`config.mk`:
```
export PLATFORM = sky130hd
export DESIGN_NAME = fpga_result_display
export DESIGN_NICKNAME = d
export VERILOG_FILES = /design/src/rtl/fpga_disp_pkg.sv /design/src/rtl/button_debouncer.sv /design/src/rtl/fpga_result_display.sv
export SDC_FILE = /design/constraint.sdc
export NUM_CORES = 1
export LEC_CHECK = 0
export CAP_MARGIN = 20
export CORE_UTILIZATION = 60
export DETAILED_ROUTE_END_ITERATION = 8
export GPL_TIMING_DRIVEN = 0
export PLACE_DENSITY = 0.82
export SYNTH_ARGS = -nofsm -noshare
export SYNTH_HDL_FRONTEND = slang
export SYNTH_SLANG_ARGS = --single-unit
export TNS_END_PERCENT = 100
```
`constraint.sdc`:
```
create_clock -name clk -period 3.1 [get_ports clk]
set_input_delay 0.31 -clock clk [delete_from_list [all_inputs] [get_ports clk]]
set_output_delay 0.31 -clock clk [all_outputs]
set_load 0.01 [all_outputs]
```
`src/rtl/fpga_disp_pkg.sv`:
```
// rtl/fpga_disp_pkg.sv - shared defaults and width helpers for the result display block
package fpga_disp_pkg;

  localparam int DEF_DEBOUNCE_CYCLES = 1000000;
  localparam int DEF_SCROLL_CYCLES   = 100000000;
  localparam int DEF_RESET_ADDR      = 2;

  // Never returns less than 1 so single-value ranges still get a real vector.
  function automatic int clog2(input int value);
    int r;
    r = 0;
    while ((1 << r) < value) r++;
    return (r < 1) ? 1 : r;
  endfunction

  function automatic int page_count(input int data_w, input int led_w);
    return data_w / led_w;
  endfunction

endpackage

```
`src/rtl/button_debouncer.sv`:
```
// rtl/button_debouncer.sv - synchronised, debounced button with one step pulse per press
module button_debouncer
  import fpga_disp_pkg::*;
#(
  parameter int CYCLES = DEF_DEBOUNCE_CYCLES
) (
  input  logic clk,
  input  logic reset_n,
  input  logic raw,
  output logic step_pulse
);

  localparam int CW = clog2(CYCLES);

  logic [1:0]    sync_q;
  logic          level_q, level_d;
  logic          pulse_q, pulse_d;
  logic [CW-1:0] cnt_q, cnt_d;

  always_ff @(posedge clk or negedge reset_n) begin
    if (!reset_n) begin
      sync_q  <= '0;
      level_q <= 1'b0;
      pulse_q <= 1'b0;
      cnt_q   <= '0;
    end else begin
      sync_q  <= {sync_q[0], raw};
      level_q <= level_d;
      pulse_q <= pulse_d;
      cnt_q   <= cnt_d;
    end
  end

  // Count only while the input disagrees with the accepted level; agreement restarts it.
  always_comb begin
    level_d = level_q;
    pulse_d = 1'b0;
    cnt_d   = '0;
    if (sync_q[1] != level_q) begin
      if (cnt_q == CW'(CYCLES - 1)) begin
        level_d = sync_q[1];
        pulse_d = sync_q[1];
      end else begin
        cnt_d = cnt_q + 1'b1;
      end
    end
  end

  assign step_pulse = pulse_q;

endmodule

```
`src/rtl/fpga_result_display.sv`:
```
// rtl/fpga_result_display.sv - board debug display: reset sync, register pointer, paged LED view
// Optional value-changed flag enabled by FPGA_DISP_CHANGE_FLAG_EN.
module fpga_result_display
  import fpga_disp_pkg::*;
#(
  parameter  int DATA_W          = 32,
  parameter  int LED_W           = 16,
  parameter  int NUM_REGS        = 16,
  parameter  int DEBOUNCE_CYCLES = DEF_DEBOUNCE_CYCLES,
  parameter  int SCROLL_CYCLES   = DEF_SCROLL_CYCLES,
  parameter  int RESET_ADDR      = DEF_RESET_ADDR,
  localparam int REG_AW          = clog2(NUM_REGS),
  localparam int PAGES           = page_count(DATA_W, LED_W),
  localparam int PAGE_W          = clog2(PAGES)
) (
  input  logic              clk,
  input  logic              reset_n,
  input  logic              btn_next,
  input  logic              btn_prev,
  input  logic              sw_auto,
  input  logic [PAGE_W-1:0] sw_page,
  output logic              cpu_reset_n,
  output logic [REG_AW-1:0] reg_addr,
  input  logic [DATA_W-1:0] reg_data,
  output logic [LED_W-1:0]  leds,
  output logic              chg_flag
);

  localparam int TW = clog2(SCROLL_CYCLES);

  logic [1:0]        rst_q;
  logic [1:0]        auto_q;
  logic [PAGE_W-1:0] page_s1_q, page_q;
  logic              next_p, prev_p;
  logic [REG_AW-1:0] addr_q, addr_d;
  logic [TW-1:0]     timer_q, timer_d;
  logic [DATA_W-1:0] snap_q;
  logic [LED_W-1:0]  leds_q, leds_d;

  button_debouncer #(.CYCLES(DEBOUNCE_CYCLES)) u_next (
    .clk(clk), .reset_n(reset_n), .raw(btn_next), .step_pulse(next_p)
  );
  button_debouncer #(.CYCLES(DEBOUNCE_CYCLES)) u_prev (
    .clk(clk), .reset_n(reset_n), .raw(btn_prev), .step_pulse(prev_p)
  );

  always_ff @(posedge clk or negedge reset_n) begin
    if (!reset_n) begin
      rst_q     <= '0;
      auto_q    <= '0;
      page_s1_q <= '0;
      page_q    <= '0;
      addr_q    <= REG_AW'(RESET_ADDR);
      timer_q   <= '0;
      snap_q    <= '0;
      leds_q    <= '0;
    end else begin
      rst_q     <= {rst_q[0], 1'b1};
      auto_q    <= {auto_q[0], sw_auto};
      page_s1_q <= sw_page;
      page_q    <= page_s1_q;
      addr_q    <= addr_d;
      timer_q   <= timer_d;
      snap_q    <= reg_data;
      leds_q    <= leds_d;
    end
  end

  // Manual pulses outrank auto-scroll; opposing pulses cancel but still restart the dwell.
  always_comb begin
    addr_d  = addr_q;
    timer_d = timer_q;
    if (next_p || prev_p) begin
      timer_d = '0;
      if (next_p && !prev_p)      addr_d = addr_q + 1'b1;
      else if (prev_p && !next_p) addr_d = addr_q - 1'b1;
    end else if (!auto_q[1]) begin
      timer_d = '0;
    end else if (timer_q == TW'(SCROLL_CYCLES - 1)) begin
      timer_d = '0;
      addr_d  = addr_q + 1'b1;
    end else begin
      timer_d = timer_q + 1'b1;
    end
  end

  // Unlisted page indices fall through to zero.
  always_comb begin
    leds_d = '0;
    for (int p = 0; p < PAGES; p++) begin
      if (page_q == PAGE_W'(p)) leds_d = snap_q[p*LED_W +: LED_W];
    end
  end

`ifdef FPGA_DISP_CHANGE_FLAG_EN
  logic [REG_AW-1:0] addr_prev_q;
  logic              chg_q, chg_d;

  always_comb begin
    chg_d = chg_q;
    if (addr_q != addr_prev_q)  chg_d = 1'b0;
    else if (reg_data != snap_q) chg_d = 1'b1;
  end

  always_ff @(posedge clk or negedge reset_n) begin
    if (!reset_n) begin
      addr_prev_q <= REG_AW'(RESET_ADDR);
      chg_q       <= 1'b0;
    end else begin
      addr_prev_q <= addr_q;
      chg_q       <= chg_d;
    end
  end

  assign chg_flag = chg_q;
`else
  assign chg_flag = 1'b0;
`endif

  assign cpu_reset_n = rst_q[1];
  assign reg_addr    = addr_q;
  assign leds        = leds_q;

endmodule

```
## Yosys cells after proc, flatten, opt, wreduce, memory -nomap -nowiden

Index checks and enable logic that the tools add are counted.

| operators by class | value |
|---|---|
| reduce and logical (&&, ||, !) cells | 10 |
| equality and inequality tests | 6 |
| mux-type cells | 17 |
| add/subtract/negate cells | 5 |

Operators by type and width:

| operator | count |
|---|---|
| 2-to-1 mux 27 bit | 3 |
| 2-to-1 mux 20 bit | 4 |
| adder 20 x 1 -> 20 bit (second input constant) | 2 |
| equality test 20 bit (second input constant) | 2 |
| adder 27 x 1 -> 27 bit (second input constant) | 1 |
| equality test 27 bit (second input constant) | 1 |
| 2-to-1 mux 4 bit | 5 |
| 2-to-1 mux 16 bit | 1 |
| adder 4 x 1 -> 4 bit (second input constant) | 1 |
| 2-to-1 mux 1 bit | 4 |
| AND reduction 2 bit | 2 |
| nonzero test 2 bit | 2 |
| subtractor 4 x 1 -> 4 bit (second input constant) | 1 |
| != test 3 x 1 -> 1 bit (second input constant) | 1 |
| AND reduction 3 bit | 1 |
| logical AND 1 bit | 2 |
| zero test 1 bit | 2 |
| != test 1 bit | 2 |
| logical OR 1 bit | 1 |

| word-level totals | value |
|---|---|
| word-level logic and storage cells | 54 |
| register bits after elaboration | 133 |
| input port bits | 38 |

## Logic depth before layout (Yosys ltp)

Gate-level depths: netlist of run 1.

| depth | value |
|---|---|
| depth after elaboration | 5 |
| gate-level depth with buffers | 7 |
| gate-level depth less buffers | 6 |

## Cells and area by module

From an unflattened synthesis of run 1, not the netlist that was laid out.

| unflattened totals | value |
|---|---|
| cell total of the unflattened synthesis | 492 |
| area total of the unflattened synthesis | 5766.8 um^2 |

Modules (own cells, without submodules):

| module | instances | seq. area each (um^2) | area an instance (um^2) | cells an instance |
|---|---|---|---|---|
| fpga_result_display | 1 | 2128.3 | 3397.0 | 278 |
| button_debouncer | 2 | 600.6 | 1184.9 | 107 |

## Worst setup path before layout of run 1

Ideal clock, no wire load.

| path | value |
|---|---|
| path kind | flip-flop to flip-flop |
| from | register timer_q[0] |
| to | register timer_q[20] |
| path slack | 1157 ps |
| clock period less this slack | 1943 ps |
| library setup time | 73 ps |
| required time | 3027 ps |
| stages on the path, launching flop included | 7 |
| arrival | 1870 ps |
| cell sequence | dfrtp_1 > ha_1 > nand3_1 > or4_4 > buf_6 > or3_1 > a21oi_2 |

| on the way | value |
|---|---|
| cells in the longest elaborated chain, start to end | 4 |
| elaborated cells between the ends (all ways) | 5 |
| classes of those cells | add/sub (1); eq/ne (1); mux (3) |

RTL lines:

| item | RTL line | source |
|---|---|---|
| start: declaration | fpga_result_display.sv:36 | `logic [TW-1:0] timer_q, timer_d;` |
| start signal: assignment | fpga_result_display.sv:63 | `timer_q <= timer_d;` |
| adder 27 x 1 -> 27 bit / equality test 27 bit (equally long branches) | fpga_result_display.sv:83, fpga_result_display.sv:79 |  |
| 2-to-1 mux 27 bit (*) | fpga_result_display.sv:79 | `end else if (timer_q == TW'(SCROLL_CYCLES - 1)) begin` |
| 2-to-1 mux 27 bit (*) | fpga_result_display.sv:77 | `end else if (!auto_q[1]) begin` |
| 2-to-1 mux 27 bit (*) | fpga_result_display.sv:73 | `if (next_p \|\| prev_p) begin` |
| named net timer_d[20] | fpga_result_display.sv:36 |  |

The timed path passes the listed nets; every way through them passes the cells marked *.
A chain may end at the register's enable or synchronous reset.

## Worst setup path in the final report of run 1

| path | value |
|---|---|
| from | register timer_q[17] |
| to | register timer_q[22] |

Same word-level chain as after synthesis.

==> results of run 1 <==
-- through the flow --
| stage | utilization | power, uW | worst slack [ns] |
|---|---|---|---|
| floorplan | - | 1900 | 1.16 |
| global placement | 0.712 | 2030 | -3.20 |
| detailed placement | 0.715 | 2040 | 0.667 |
| CTS | 0.784 | 3980 | 0.645 |
| global route | 0.784 | 4080 | 0.484 |
| finish | 0.784 | 3950 | 0.656 |
-- final cells by class --
| cell class | instances | area [um2] | area share |
|---|---|---|---|
| sequential | 133 | 3330 | 0.480 |
| multi-input combinational | 324 | 2120 | 0.306 |
| timing repair buffer | 60 | 619 | 0.0893 |
| clock buffer | 17 | 414 | 0.0597 |
| clock inverter | 15 | 180 | 0.0260 |
| tap | 108 | 135 | 0.0195 |
| buffer | 15 | 80.1 | 0.0116 |
| inverter | 14 | 52.6 | 0.00758 |
-- power by group through the flow --
stage / combinational (uW) / clock [uW] / sequential (uW)
floorplan: 52.0 / 0 / 1850
global placement: 184 / 0 / 1840
detailed placement: 194 / 0 / 1850
CTS: 197 / 1970 / 1810
global route: 213 / 2050 / 1820
finish: 193 / 1950 / 1810
-- layer usage --
metal | track usage | part of all wire | up-vias
met1 | 0.319 | 0.42 | 2003
li1 | - | - | 1895
met4 | 0.121 | 0.025 | 0
met2 | 0.441 | 0.53 | 81
met3 | 0.0504 | 0.025 | 28
met5 | 0 | 0 | -
-- state kept, by name, indices dropped and copies added, names as in the netlist --
signal	flops
rst_q	2
page_q	1
auto_q	2
page_s1_q	1
u_prev.sync_q	2
snap_q	32
timer_q	27
leds	16
u_prev.step_pulse	1
u_next.level_q	1
reg_addr	4
u_prev.cnt_q	20
u_next.step_pulse	1
u_prev.level_q	1
u_next.sync_q	2
u_next.cnt_q	20
-- cells in the final DEF (no fill, tap or decap), types with 3 or more instances in the layout --
cell type	synthesis	layout
sky130_fd_sc_hd__xor2_1	9	9
sky130_fd_sc_hd__and3_1	6	6
sky130_fd_sc_hd__o31ai_1	8	8
sky130_fd_sc_hd__mux2_2	18	18
sky130_fd_sc_hd__clkinv_8	0	5
sky130_fd_sc_hd__clkbuf_16	0	16
sky130_fd_sc_hd__dfrtp_1	132	132
sky130_fd_sc_hd__nand2_1	22	22
sky130_fd_sc_hd__clkdlybuf4s50_1	0	57
sky130_fd_sc_hd__a21oi_1	23	23
sky130_fd_sc_hd__nor4b_1	5	5
sky130_fd_sc_hd__nor3b_1	4	4
sky130_fd_sc_hd__nor3_1	8	8
sky130_fd_sc_hd__nor4_1	9	9
sky130_fd_sc_hd__and4_1	6	6
sky130_fd_sc_hd__o21ai_0	18	18
sky130_fd_sc_hd__nand4_1	15	15
sky130_fd_sc_hd__ha_1	5	5
sky130_fd_sc_hd__nor2_1	50	50
sky130_fd_sc_hd__or4_1	10	10
sky130_fd_sc_hd__inv_1	14	14
sky130_fd_sc_hd__clkbuf_1	7	7
sky130_fd_sc_hd__nor2b_1	3	3
sky130_fd_sc_hd__or3_1	18	18
sky130_fd_sc_hd__buf_6	2	3
sky130_fd_sc_hd__buf_2	3	3
sky130_fd_sc_hd__inv_8	0	5
sky130_fd_sc_hd__xnor2_1	32	32
sky130_fd_sc_hd__nand3_1	23	23
sky130_fd_sc_hd__inv_6	0	4
-- worst paths after layout --
kind                       slack (ns)  cells past startpoint   startpoint          endpoint
min in group asynchronous        0.27                      2      reset_n  u_next.cnt_q[14]
setup / recovery                 0.66                      5  timer_q[17]       timer_q[22]
hold / removal                   0.22                      1  reg_data[8]         snap_q[8]
setup reg to reg                 0.66                      5  timer_q[17]       timer_q[22]
max in group asynchronous        2.06                      3      reset_n        timer_q[0]
hold reg to reg                  0.35                      0    page_s1_q            page_q
-- cells by family (layout without fill, tap and decap cells) --
logic type                 Yosys count  after routing  synth area share
and+or+nand+nor                    195            195             0.197
xor gates and xnor gates            41             41            0.0643
other                                2              2           0.00134
adders and majority gates            5              5            0.0112
AOI/OAI and AO/OA                   62             62            0.0683
muxes                               19             19            0.0381
DFF                                133            133             0.596
buffers and inverters               29            121            0.0237
==> results summary, run 1 <==
The flow ran to the end, and the final reports show no timing, DRC or antenna violations. The number of endpoints failing setup at the final stage is 0. Of the total power, the clock network draws 0.493. Once layout is complete, the cells apart from fillers number 686. By area the synthesized netlist is led by sky130_fd_sc_hd__dfrtp_1, sky130_fd_sc_hd__xnor2_1, sky130_fd_sc_hd__mux2_2, sky130_fd_sc_hd__nor2_1, sky130_fd_sc_hd__a21oi_1.

The count of mapped cells out of synthesis is 486. For this configuration, the core starts out at a cell density of 0.631. The synthesized area per cell came out at roughly 11 um2.

The top-level I/O count is 60. Data on the critical path arrives at its endpoint at 2.83 ns. The chip width came out at 98.5 um. The number of nets handed over by synthesis was 529. On the final layout, the worst hold slack is ~0.22 ns. The initial antenna violation count is 0.

The sequential-to-total area share from yosys stat is 0.596. The number of DRC markers in iteration 0 came out at about 180. The transition at the pin with the smallest max-transition slack came out at approximately 0.72 ns.

The internal power component is about 2900 uW. The number of synthesis warnings came out at 0. The clock drives about 130 sinks. The maximum clock insertion buffer count is 2. The count of antenna-violating nets left after detailed routing is 0. The DRC violations left came out at 0. The number of vias in the routed layout is 4,007. In the post-synthesis netlist, the cell with the most instances is sky130_fd_sc_hd__dfrtp_1. After filler insertion, the fill cell instance count of the layout stands at between 500 and 600. The critical path in this run is classified as flip-flop to flip-flop. The floorplan step defined a die boundary enclosing between 9000 and 10,000 um2.

Clock tree synthesis selected as its root buffer the cell sky130_fd_sc_hd__clkbuf_8. Between clock sinks in the finished design, the worst skew comes to 0.0113 ns. The share of synthesized area in the top cell type comes to 0.592.

The portion of the clock cycle consumed by the worst path in the final layout came out at 0.788. The count of hold-fix buffers inserted at cts is 1. Counting instances in the post-synthesis netlist gives the leading cell types as sky130_fd_sc_hd__dfrtp_1, sky130_fd_sc_hd__nor2_1, sky130_fd_sc_hd__xnor2_1, sky130_fd_sc_hd__a21oi_1, sky130_fd_sc_hd__nand3_1. Counting both buffers and inverters, the worst setup path holds a total of 1. The number of nets in the final layout came out at 608. The worst-path maximum fanout came out at 10.

The highest ir drop seen on vdd came out at 0.000418 V. Traced cell by cell, the critical path runs through nor4b_1 -> nand4_1 -> o31ai_2 -> buf_2 -> a21oi_1. Setup repair after global routing left no endpoint under its margin. The total power per unit cell area came out at ~570 nW/um2.

The total track usage is 0.258. The type of destination of the critical path is a flip-flop. Summed over all failing endpoints, the final setup total negative slack is 0 ns. Of the cells placed in the final design, the portion with a size suffix greater than 1 is 0.126. The via count of the first global-routing pass came out at 4,209.

The cell area after technology mapping came out at approximately 5600 um2. The tool flagged a number of max-cap violations equal to 0. The switching share of power is 0.256. The number of core rows came out at 34.

The floorplan step defined a core boundary enclosing 8850 um2. The number of cells after detailed placement came out at 653. In this run the tool buffered the top-level ports with just under 60 buffer cells. Summed over all cells, the static leakage comes to ~0.0028 uW. The type of the tightest min-delay check is input port to flip-flop. The number of resized instances in the post-cts repair step came out at 0.

The post-route standard cell area excluding fillers came out at roughly 6900 um2. Entering global routing, the biggest net connects 88 pins. The clock-pin transition on the worst setup and hold timing paths came out at about 0.07 ns. Timing would allow up to 409 MHz. The max-slew violation count came out at 0. The synthesized design spends more area on one cell type than any other, namely sky130_fd_sc_hd__dfrtp_1. Of the total power, registers draw 0.459.

The area growth from synthesis to layout is 24.2%. For this run, asynchronously set or reset flops after synthesis account for 1.00. TritonCTS built the clock tree. The worst setup path is launched from a flip-flop. The most used flip-flop cell after synthesis is sky130_fd_sc_hd__dfrtp_1. The number of detailed-route iterations in the first pass came out at 4. The estimated wirelength of the detail-placed design came out at 7150 um. Dividing the detail-routed via count by the number of cells gives just under 6. The net switching power came out at between 1000 and 1500 uW. The count of cell types in the netlist is 52. Routability-driven placement finished with a final weighted congestion of around 0.77. The time the worst path needs with I/O delays and setup came out at 2.44 ns. The height of the chip came out at slightly below 100 um. The global-route wire length before repair is around 20,000 um. The H-tree depth is 4.

The synthesized design contains about 130 register bits. Clock tree synthesis inserted a total of 17 buffers. After global routing the overflow that remains totals 0. The post-CTS setup buffer count came out at 0. The share of total power dissipated in combinational logic is 0.049. Grouping stages by cell kind, the critical path spends the most delay in simple AND/OR/NAND/NOR gates. The number of flops mapped to enable cells by yosys came out at 0. The maximum cell stage delay along the critical path came out at 0.58 ns. After detailed routing, the average wire length per cell comes to 16.6 um. The latest clock arrival within the worst-skew pair came out at ~0.52 ns. The number of antenna repair diodes is 0. The hold violation count in the final report came out at 0. After detailed routing, the total wire length is 11,400 um. The slowest stage of the critical path belongs to the cell sky130_fd_sc_hd__o31ai_2. The endpoint required time on the critical path is between 3 and 4 ns. The cell area after placement is ~6300 um2. The worst-case headroom to the max-slew limit came out at 0.515.
Power figures use the tool's default switching activity.
==> run 2: changes to the inputs <==
--- a/config.mk
+++ b/config.mk
@@ -6,10 +6,10 @@
 export NUM_CORES = 1
 export LEC_CHECK = 0
 export CAP_MARGIN = 20
-export CORE_UTILIZATION = 60
+export CORE_UTILIZATION = 56
 export DETAILED_ROUTE_END_ITERATION = 8
 export GPL_TIMING_DRIVEN = 0
-export PLACE_DENSITY = 0.82
+export PLACE_DENSITY = 0.77
 export SYNTH_ARGS = -nofsm -noshare
 export SYNTH_HDL_FRONTEND = slang
 export SYNTH_SLANG_ARGS = --single-unit
==> constraint.sdc (replaced) <==
create_clock -name clk -period 2.4 [get_ports clk]
set_input_delay 0.24 -clock clk [delete_from_list [all_inputs] [get_ports clk]]
set_output_delay 0.24 -clock clk [all_outputs]
set_load 0.01 [all_outputs]
==> run 2 against run 1 <==
Die area rose by 7.0%; non-clock buffer count rose by 2; register-to-register slack got worse by 0.41 ns; critical path depth rose by 1; final area rose by 0.63%; setup slack got worse by 0.41 ns; combinational power rose by 28%; sequential power rose by 29%; via count fell by 1.3%; core utilization fell by 6.6 points; largest cell class unchanged; largest power group unchanged; highest routed layer unchanged.
==> results summary, run 2 (same netlist as run 1, synthesis figures left out) <==
At the end of the flow the core is filled with cells to 0.717. The number of cells after detailed placement came out at between 600 and 700. The count of fill cells added during filler insertion is 690. The transition at the pin with the smallest max-transition slack is between 0.5 and 0.6 ns.

The time the worst path needs with I/O delays and setup came out at roughly 2.2 ns. The final routed wirelength across all metal layers is around 11,000 um. The number of vias in the routed layout came out at 3,953. The routability-driven placement congestion ratio is about 0.79. In this run, the number of DRC markers left after iteration 0 of detailed routing was roughly 140. For this design the top-level I/O count stands at 60. The number of antenna repair diodes came out at 0. The total track usage is 0.229. The count of port buffers added during placement is 58. The chip width is roughly 100 um. The clock-pin transition on the worst setup and hold timing paths came out at roughly 0.060 ns.

The die outline area is roughly 10,000 um2. The worst-case IR drop observed on VDD is 0.000652 V. The reported max-cap violation count is 0. Once detailed placement completed, the half-perimeter wirelength came to ~7000 um.

STA classifies the critical path startpoint as a flip-flop. The critical path data arrival time came out at about 2.6 ns. The effective utilization at floorplan is 0.574. The library cells used most frequently in the layout, excluding fill and tap cells, are sky130_fd_sc_hd__dfrtp_1, sky130_fd_sc_hd__clkdlybuf4s50_1, sky130_fd_sc_hd__nor2_1, sky130_fd_sc_hd__xnor2_1. TritonCTS built the clock tree. The worst-path maximum fanout came out at 10. The portion of the clock cycle consumed by the worst path in the final layout came out at 0.899. In this run the number of H-tree levels came out at 4.

The path class of the tightest hold or removal check is input port to flip-flop. The clock sink total is around 130. The worst register-to-register path begins at timer_q[0]. The setup path with the least slack is of type flip-flop to flip-flop.

The setup clock skew after layout came out at about 0.019 ns. The latest clock arrival within the worst-skew pair came out at between 0.5 and 0.6 ns. The startpoint identified for the worst hold timing path is reg_data[30]. The final routed wire length divided by cell count came out at approximately 15 um. The area added between synthesis and finish came out at 24.9%. The register with the most flip-flops in the layout has 32 of them. The hold violation count in the final report came to 0. The fraction of final layout cells with drive strength greater than 1 came out at 0.128. The worst setup path is captured at a flip-flop. The maximum number of pins on one net before global-route repair came out at between 80 and 90. Leaving out filler cells and counting taps, the final layout contains about 700. The number of core rows came out at 36. The worst-case headroom to the max-slew limit is 0.627.

The initial antenna violation count came out at 0. Setup repair after global routing left no endpoint under its margin. Based on the critical path, the design can be clocked at up to about 460 MHz. The most common cell after layout, fill and taps aside is sky130_fd_sc_hd__dfrtp_1.

The max-slew violation count is 0. The flow ran to the end, and the final reports show no timing, DRC or antenna violations. The DRC violations left came out at 0. The final global-route overflow total is 0.

The register with the most flip-flops in the final layout is snap_q. The final layout contains slightly above 600 nets. The total power per unit cell area is around 730 nW/um2. In this run the remaining antenna-violating nets after routing total 0.

Dividing the detail-routed via count by the number of cells gives about 5.5. Data on the critical path is required at its endpoint by around 2.9 ns. The number of detailed-route iterations in the first pass is 4. The via count of the first global-routing pass is 3,838.

The storage element area came out at 3330 um2. The height of the chip came out at 102 um. In this run the static leakage power is 0.00281 uW. Summing all multi-input logic gate instances after layout gives between 2000 and 2500 um2. The cell chosen for the clock root is sky130_fd_sc_hd__clkbuf_8. The startpoint of the most critical setup path is timer_q[0].

The global-route wire length before repair is approximately 18,000 um. The maximum clock insertion buffer count came out at 2. Setup violations remaining at the end of the flow were counted as 0. The TritonCTS buffer count came out at 17. The core outline area came out at between 9000 and 10,000 um2. The largest registers in the layout are snap_q: 32 flops, timer_q: 27 flops.
-- run 2: cell count changes in the layout (fill, tap and decap cells not counted) --
cell / before / now
sky130_fd_sc_hd__buf_4: 1 / 3
sky130_fd_sc_hd__bufinv_16: 0 / 2
sky130_fd_sc_hd__clkbuf_1: 7 / 8
sky130_fd_sc_hd__clkbuf_8: 1 / 3
sky130_fd_sc_hd__clkinv_2: 0 / 4
sky130_fd_sc_hd__clkinv_4: 0 / 2
sky130_fd_sc_hd__clkinv_8: 5 / 0
sky130_fd_sc_hd__clkinvlp_4: 1 / 3
sky130_fd_sc_hd__inv_6: 4 / 1
sky130_fd_sc_hd__inv_8: 5 / 0
sky130_fd_sc_hd__o31ai_2: 2 / 0
sky130_fd_sc_hd__o31ai_4: 0 / 2
-- run 2: what timing repair did --
item / 4_1_cts / 5_1_grt
buffers inserted: 0 / 2
setup endpoints to repair: 0 / 22
gates resized for setup: 0 / 2
hold buffers: 1 / 0
hold endpoints to repair: 48 / 0
-- run 2: where the power goes --
part | switching (uW) | internal (uW)
logic | 116 | 133
registers | 31.3 | 2310
clock network | 960 | 1530
-- run 2: final timing paths --
check,slack (ns),cells after the start,end
max,0.24,6,timer_q[20]
min,0.14,1,snap_q[30]
max reg2reg,0.24,6,timer_q[20]
min reg2reg,0.35,0,page_q
max in group asynchronous,1.43,3,timer_q[9]
min in group asynchronous,0.22,2,auto_q[0]
-- run 2: cell type report --
cell class                      count  area share
Clock inverter                     12      0.0185
Buffer                             15      0.0115
Clock buffer                       20      0.0638
Inverter                           14     0.00753
Tap cell                          133      0.0239
Multi-Input combinational cell    324       0.307
Timing Repair Buffer               62      0.0909
Sequential cell                   133       0.477
-- run 2: metrics by stage --
stage | setup WS (ns) | hold WS, ns | instance area (um2) | setup TNS [ns] | power (uW)
after floorplan | 0.457 | -0.0556 | 5580 | 0 | 2450
after global placement | -3.91 | 0.331 | 6330 | -517.82 | 2620
after detailed placement | 0.0163 | 0.211 | 6360 | 0 | 2630
after CTS | 0.0142 | 0.121 | 6940 | 0 | 5130
after global routing | 0.141 | 0.128 | 6980 | 0 | 5250
final | 0.242 | 0.135 | 6980 | 0 | 5080
-- run 2: per-layer routing --
| layer | GRT usage | up-vias | wire length [um] |
|---|---|---|---|
| li1 | - | 1896 | - |
| met1 | 0.296 | 1997 | 4800 |
| met2 | 0.373 | 50 | 5630 |
| met3 | 0.0575 | 10 | 308 |
| met4 | 0.0956 | 0 | 138 |
| met5 | 0 | - | 0 |
-- run 2: critical path, stage by stage (launching register included) --
cell                      delay (ns)
sky130_fd_sc_hd__dfrtp_1        0.38
sky130_fd_sc_hd__ha_1           0.24
sky130_fd_sc_hd__nand3_1        0.20
sky130_fd_sc_hd__or4_4          0.61
sky130_fd_sc_hd__buf_6          0.17
sky130_fd_sc_hd__or3_1          0.36
sky130_fd_sc_hd__a21oi_2        0.13
